### config.mk
export PLATFORM = sky130hd
export DESIGN_NAME = mac_unit
export DESIGN_NICKNAME = d
export VERILOG_FILES = /design/src/rtl/mac_pkg.sv /design/src/rtl/mac_mult.sv /design/src/rtl/mac_unit.sv
export SDC_FILE = /design/constraint.sdc
export NUM_CORES = 1
export LEC_CHECK = 0
export BUFFER_PORTS_ARGS = -buffer_cell sky130_fd_sc_hd__clkbuf_2
export CORE_UTILIZATION = 45
export DETAILED_ROUTE_END_ITERATION = 10
export GPL_ROUTABILITY_DRIVEN = 1
export PLACE_DENSITY = 0.71
export RECOVER_POWER = 100
export SYNTH_ARGS = -nofsm -noshare
export SYNTH_HDL_FRONTEND = slang
export SYNTH_HIERARCHICAL = 1
export SYNTH_SLANG_ARGS = --single-unit
### constraint.sdc
create_clock -name clk -period 5.5 [get_ports clk]
set_input_delay 1.1 -clock clk [delete_from_list [all_inputs] [get_ports clk]]
set_output_delay 1.1 -clock clk [all_outputs]
set_load 0.02 [all_outputs]
### src/rtl/mac_pkg.sv
// mac_pkg
// Shared constants and types for the multiply-accumulate unit and its bench.
//   DATA_WIDTH_DEF : default operand width
//   acc_width()    : accumulator/product width for a given operand width
//   PROD_WIDTH     : product/accumulator width at the default operand width
//   prod_t         : product/accumulator type at the default operand width
package mac_pkg;

    localparam int unsigned DATA_WIDTH_DEF = 8;

    function automatic int unsigned acc_width(input int unsigned w);
        return 2 * w;
    endfunction

    localparam int unsigned PROD_WIDTH = acc_width(DATA_WIDTH_DEF);

    typedef logic [PROD_WIDTH-1:0] prod_t;

endpackage

### src/rtl/mac_mult.sv
// mac_mult
// Two-stage registered unsigned multiplier: operand registers followed by a
// full-width product register.
// Ports:
//   clk    : rising-edge clock
//   rst_n  : asynchronous active-low reset, clears operand and product registers
//   en     : operand capture enable; operand registers hold when low
//   op_a   : unsigned operand A
//   op_b   : unsigned operand B
//   prod   : registered product a_q * b_q, 2*DATA_WIDTH bits
module mac_mult
    import mac_pkg::*;
#(
    parameter int unsigned DATA_WIDTH = DATA_WIDTH_DEF
) (
    input  logic                             clk,
    input  logic                             rst_n,
    input  logic                             en,
    input  logic [DATA_WIDTH-1:0]            op_a,
    input  logic [DATA_WIDTH-1:0]            op_b,
    output logic [acc_width(DATA_WIDTH)-1:0] prod
);

    localparam int unsigned PW = acc_width(DATA_WIDTH);

    logic [DATA_WIDTH-1:0] a_q, a_d;
    logic [DATA_WIDTH-1:0] b_q, b_d;
    logic [PW-1:0]         p_q, p_d;

    always_comb begin
        a_d = en ? op_a : a_q;
        b_d = en ? op_b : b_q;
        // Zero-extend both operands so the multiply is evaluated at full
        // product width; a W x W product always fits in 2W bits.
        p_d = {{DATA_WIDTH{1'b0}}, a_q} * {{DATA_WIDTH{1'b0}}, b_q};
    end

    always_ff @(posedge clk or negedge rst_n) begin
        if (!rst_n) begin
            a_q <= '0;
            b_q <= '0;
            p_q <= '0;
        end else begin
            a_q <= a_d;
            b_q <= b_d;
            p_q <= p_d;
        end
    end

    assign prod = p_q;

endmodule

### src/rtl/mac_unit.sv
// mac_unit
// Pipelined unsigned multiply-accumulate. Every cycle one operand pair is
// captured, multiplied, and the product added (modulo 2^(2*DATA_WIDTH)) into
// a running accumulator. A pair presented before edge N shows in result after
// edge N+2. There is no clear port; reset is the only way to zero the sum.
// Ports:
//   clk      : rising-edge clock
//   a_reset  : asynchronous active-low reset; assertion clears all state at
//              once, release is synchronised to clk before capture resumes
//   op_a     : unsigned operand A, sampled every rising edge
//   op_b     : unsigned operand B, sampled every rising edge
//   result   : accumulator register, 2*DATA_WIDTH bits
module mac_unit
    import mac_pkg::*;
#(
    parameter int unsigned DATA_WIDTH = DATA_WIDTH_DEF
) (
    input  logic                             clk,
    input  logic                             a_reset,
    input  logic [DATA_WIDTH-1:0]            op_a,
    input  logic [DATA_WIDTH-1:0]            op_b,
    output logic [acc_width(DATA_WIDTH)-1:0] result
);

    localparam int unsigned AW = acc_width(DATA_WIDTH);

    // Reset-release synchroniser: shifts in ones after a_reset goes high.
    // The second flop is the run enable that lets the operand registers load.
    logic [1:0]    sync_q, sync_d;
    logic          run_en;
    logic [AW-1:0] prod;
    logic [AW-1:0] acc_q, acc_d;

    always_comb begin
        sync_d = {sync_q[0], 1'b1};
    end

    always_ff @(posedge clk or negedge a_reset) begin
        if (!a_reset) begin
            sync_q <= '0;
        end else begin
            sync_q <= sync_d;
        end
    end

    assign run_en = sync_q[1];

    mac_mult #(
        .DATA_WIDTH(DATA_WIDTH)
    ) u_mult (
        .clk  (clk),
        .rst_n(a_reset),
        .en   (run_en),
        .op_a (op_a),
        .op_b (op_b),
        .prod (prod)
    );

    // Carry-out of the add is dropped: the accumulator wraps silently.
    always_comb begin
        acc_d = acc_q + prod;
    end

    always_ff @(posedge clk or negedge a_reset) begin
        if (!a_reset) begin
            acc_q <= '0;
        end else begin
            acc_q <= acc_d;
        end
    end

    assign result = acc_q;

endmodule

# --- After elaboration in Yosys (flattened, before gate mapping) ---
# Cells that the tools add are included.
totals:
  reg_bits: 50
  inputBits: 18
  word_cells: 7
op_classes:
  mul: 1
  add_sub_neg: 1
op_table:
  columns: ["cell", "n"]
  rows:
  - ["adder 16 bit", 1]
  - ["multiplier 8 x 8 -> 16 bit", 1]

# --- Depth between registers and ports, before layout ---
depth:
  ltp_word: 1
  ltp_mapped: 15
  mapped_depth_nobuf: 15

# --- By module ---
# Netlist, hierarchy kept.
by_module_without_submodules:
  columns: ["mod", "cells_per_inst", "seq_area_each_um2", "instances", "area_per_inst_um2"]
  rows:
  - ["mac_mult", 293, 800.8, 1, 3099.2]
  - ["mac_unit", 123, 450.4, 1, 1260.0]

# --- Least setup slack after synthesis ---
# Ideal clock, no wire load.
synth_timing:
  kind: "register to register"
  from: "reg u_mult.a_q[3]"
  to: "reg u_mult.p_q[15] (netlist: u_mult/prod[15])"
  path_buffers: 0
  slack_ps: 1481
  arrival_ps: 3933
  required_ps: 5413
  setup_time_ps: 87
  path_stages_with_launch: 16
  path_cell_list: "dfrtp_1 and2_1 fa_1 inv_1 fa_1 inv_1 fa_1 inv_1 fa_1 inv_1 ha_1 and2_4 a221oi_2 nand3_1 and3_1 a211oi_2"
synth_between:
  elab_chain_len: 1
synth_lines:
  columns: ["element", "line", "rtl"]
  rows:
  - ["start, declared", "mac_mult.sv:26", "logic [DATA_WIDTH-1:0] a_q, a_d;"]
  - ["start signal, assigned", "mac_mult.sv:40", "a_q <= '0;"]
  - ["start signal, assigned", "mac_mult.sv:44", "a_q <= a_d;"]
  - ["multiplier 8 x 8 -> 16 bit", "mac_mult.sv:35", "p_d = {{DATA_WIDTH{1'b0}}, a_q} * {{DATA_WIDTH{1'b0}}, b_q};"]
  - ["via u_mult.p_d[15]", "mac_mult.sv:28", "logic [PW-1:0] p_q, p_d;"]
  - ["end signal, assigned", "mac_mult.sv:46", "p_q <= p_d;"]
  - ["end, declared", "mac_mult.sv:28", null]
# The timed path passes the listed nets, and every way through them passes these cells.
# A chain may end at the register's enable or synchronous reset.

# --- Worst setup path after layout ---
# Ends and elaborated chain as after synthesis.

==> results summary <==
The clock tree synthesis step divided the H-tree into 2 levels. In this run the static leakage power is about 2.3 nW. The overall via count from detail_route is 2892.

The maximum number of pins on one net before global-route repair came out at around 50. The root buffer cell chosen for the clock tree is sky130_fd_sc_hd__clkbuf_8. The number of filler instances in the final layout is approximately 850. The worst-case headroom to the max-slew limit came out at -73.9%. The first global-routing pass estimated ~13000 um of wire. The count of maximum capacitance violations came out at 1. The hold-critical path endpoint is sync_q[1].

At the end of routability-driven placement, the weighted congestion stood at around 0.87. Summing the sequential cell areas from Yosys gives 28.7% of the chip area. The net count of the mapped netlist came out at between 500 and 600. The power consumption is 2.96 mW. The post-synthesis compound-gate area fraction came out at around a tenth.

The startpoint identified for the worst hold timing path is sync_q[0]. The initial antenna violation count came out at 0. The via count of the first global-routing pass came to just under 3000. The die area is just over 10000 um2. After detailed placement, the total cell area comes to around 4700 um2.

The post-synthesis mux area share is 4.59%. The highest attainable clock frequency came out at roughly 0.22 GHz. The worst IR drop on VDD is between 200 and 250 uV. The async set or reset register ratio after synthesis came out at between 90% and 100%. The share of synthesized cell area in and, or, nand and nor gates is roughly 15%.

The synthesis warning total came out at 6. The clock latency on the worst-skew pair is about 300 ps. The final hold violation count is 0. The area of all placed cells without fillers came out at between 4000 and 5000 um2. For this run, the post-layout net count is 555. The worst register-to-register path ends at u_mult/prod[15].

Dividing total power by cell area gives a power density of 628 nW/um2. The layout overhead on the synthesized area came out at 8.09%. The ratio of cells with drive above 1 in the final layout came out at 9.78%. At the end of the flow the core is filled with cells to between 50% and 60%.

Adding up every negative setup slack in the final design gives 0 ps. The setup skew after layout came out at between 7 and 8 ps. Summing the areas of all xor and xnor instances in the mapped netlist gives 4.82% of the synthesized area. The area of the core region came out at around 9300 um2.

In this run, post-CTS hold repair placed 0 buffers. The total inserted antenna cells came out at 0. The commonest cells after synthesis are 51 x sky130_fd_sc_hd__ha_1, 50 x sky130_fd_sc_hd__dfrtp_1, 49 x sky130_fd_sc_hd__inv_1, 47 x sky130_fd_sc_hd__and2_1, 37 x sky130_fd_sc_hd__fa_1. The synthesized design contains 0 enable-type register cells. The number of buffers inserted by port buffering came out at 33. The number of cells produced by synthesis came out at around 420.

The type of the worst setup path is flop to flop. The clock buffer count from CTS is 5. The cell total after placement is 571.

The detail route stage leaves a number of antenna-violating nets equal to 0. In this run the worst hold path is classified as flop to flop. The post-CTS setup buffer count is 0. Yosys instantiated no cell more often than sky130_fd_sc_hd__ha_1. The post-synthesis cell type count is 50. The number of gates given a new drive strength after cts is 0.

STA classifies the critical path endpoint as a flop. Data on the critical path is required at its endpoint by about 5700 ps. The effective utilization at floorplan is 46.7%. The top cell type by total area after synthesis is sky130_fd_sc_hd__dfrtp_1.

For the pin with the worst max-slew slack, the measured transition is 2610 ps. By area, the combinational part of the netlist is dominated by adder cells. The post-layout minimum cycle time is 4550 ps. The post-synthesis register bit count is 50. The minimum hold slack is around 360 ps. After detailed routing, the number of vias per cell comes to 4.99.

The length of the first detailed-routing pass in iterations came out at 4. The HPWL reported at the end of detailed placement came out at ~6200 um. The number of cells on the worst reg-to-reg path is 15.

The number of top-level design ports came out at 34. The hold-critical path depth is 0. The peak fanout along the critical path came out at 9.

The sink count of the clock tree came out at 50. The post-layout worst setup margin is roughly 950 ps. The final reports fail on max-capacitance violations, max-slew violations.

After synthesis the cells add up to around 4400 um2. The die is between 100 and 150 um tall. The die boundary width is between 100 and 150 um. For this run, the leading register cell type out of synthesis is sky130_fd_sc_hd__dfrtp_1. After synthesis, the cell types taking the most area are sky130_fd_sc_hd__dfrtp_1 29%, sky130_fd_sc_hd__fa_1 17%, sky130_fd_sc_hd__ha_1 15%. Summing the areas of all fa, ha and maj instances in the mapped netlist gives 31.6% of the synthesized area. The final critical path takes up 82.8% of the cycle.

The clock slew seen by the registers of the worst setup and hold paths came out at about 100 ps. The final cell count without fillers came out at 579. The number of buffers between clock root and the deepest sink came out at 2. The CTS tree is done.

The routed length per placed instance is 13.3 um. The flow ran to the end, but the final reports show violations. The reg2reg setup slack is between 900 and 1000 ps. Setup repair after global routing left no endpoint under its margin.

The reg-to-reg startpoint is u_mult/a_q[3]. STA classifies the critical path startpoint as a flop. For this block, the initial DRC count from the detailed router was between 70 and 80. The post-detailed-route DRC marker count is 0.

For the worst setup path, the data arrival time is between 4000 and 5000 ps. The synthesized area per cell came out at roughly 10 um2. Setup violations remaining at the end of the flow were counted as 0. The initialized floorplan defines 35 standard-cell rows. The total global routing track utilization came out at 16.6%. The top-area cell type share of the netlist area is between 20% and 30%. The total overflow left after global routing is 0. The pre-CTS setup slack came out at around 1200 ps. The total wirelength of the detailed-routed design is ~7700 um.

The beginning of the critical path is u_mult/a_q[3]. The number of max-slew violations in the final report is 51.
-- critical path: stages (launching register included) --
cell and delay [ps]:
sky130_fd_sc_hd__dfrtp_1 470, sky130_fd_sc_hd__and2_0 220, sky130_fd_sc_hd__fa_1 540, sky130_fd_sc_hd__inv_1 50, sky130_fd_sc_hd__fa_1 470, sky130_fd_sc_hd__inv_1 50
sky130_fd_sc_hd__fa_1 530, sky130_fd_sc_hd__inv_1 60, sky130_fd_sc_hd__fa_1 530, sky130_fd_sc_hd__inv_1 40, sky130_fd_sc_hd__ha_1 340, sky130_fd_sc_hd__and2_0 180
sky130_fd_sc_hd__a221oi_1 450, sky130_fd_sc_hd__nand3_1 180, sky130_fd_sc_hd__and3_1 190, sky130_fd_sc_hd__a211oi_1 170
-- sequential cells by signal, summed over array words and instances (netlist names) --
register,cells
result,16
u_mult/prod,16
u_mult/a_q,8
u_mult/b_q,8
sync_q,2
-- logic make-up (layout without fill, tap and decap cells) --
kind of cell               after synthesis  count (layout)
and+or+nand+nor                        117             117
adders and majority gates               88              88
AOI/OAI and AO/OA                       61              61
buffers and inverters                   57              91
DFF                                     50              50
xor gates and xnor gates                24              24
muxes                                   18              18
other                                    1               1
-- metal layers --
layer	part of all wire, %	track usage (%)	vias to the layer above	wire [um]
met5	0	0	-	0
met4	0.94	4.57	0	72
met2	48	27.4	52	3720
li1	-	-	1451	-
met1	48	22.6	1383	3690
met3	2.7	2.65	6	210
-- cell type report --
cell class                 instances  area (um2)  area share, %
tap                              129         161           3.43
inverter                          49         184           3.90
clock buffer                       6        82.6           1.75
clock inverter                     2        38.8          0.823
sequential                        50        1250           26.6
multi-input combinational        309        2850           60.4
timing repair buffer              34         149           3.16
-- where the power goes --
part | internal, mW | switching [mW] | leakage [nW]
registers | 0.526 | 0.0888 | 0.590
clock network | 0.150 | 0.129 | 0.0618
logic | 0.907 | 1.16 | 1.66
-- layout by cell type, fill, tap and decap left out, types with 4 or more instances in the layout --
master / count
sky130_fd_sc_hd__nand2_1: 31
sky130_fd_sc_hd__xnor2_1: 14
sky130_fd_sc_hd__dfrtp_1: 50
sky130_fd_sc_hd__xor2_1: 10
sky130_fd_sc_hd__o21ai_0: 7
sky130_fd_sc_hd__a211o_1: 4
sky130_fd_sc_hd__a21o_1: 5
sky130_fd_sc_hd__and2_1: 38
sky130_fd_sc_hd__nand3_1: 7
sky130_fd_sc_hd__nor2_1: 9
sky130_fd_sc_hd__clkbuf_8: 6
sky130_fd_sc_hd__and2_0: 10
sky130_fd_sc_hd__mux2_1: 6
sky130_fd_sc_hd__mux2_2: 10
sky130_fd_sc_hd__inv_1: 49
sky130_fd_sc_hd__o21a_1: 5
sky130_fd_sc_hd__a21oi_1: 18
sky130_fd_sc_hd__clkbuf_1: 17
sky130_fd_sc_hd__o211ai_1: 4
sky130_fd_sc_hd__ha_1: 51
sky130_fd_sc_hd__fa_1: 37
sky130_fd_sc_hd__clkbuf_2: 17
-- worst max-delay path by stage --
stage | endpoint | slack (ps) | cells past startpoint
after floorplan | u_mult/prod[15] | 1480 | 15
after global placement | u_mult/prod[15] | 1320 | 15
after detailed placement | u_mult/prod[15] | 1180 | 15
after CTS | u_mult/prod[15] | 1170 | 15
after global routing | u_mult/prod[15] | 770 | 15
final | u_mult/prod[15] | 950 | 15
(Power assumes the default switching activity.)
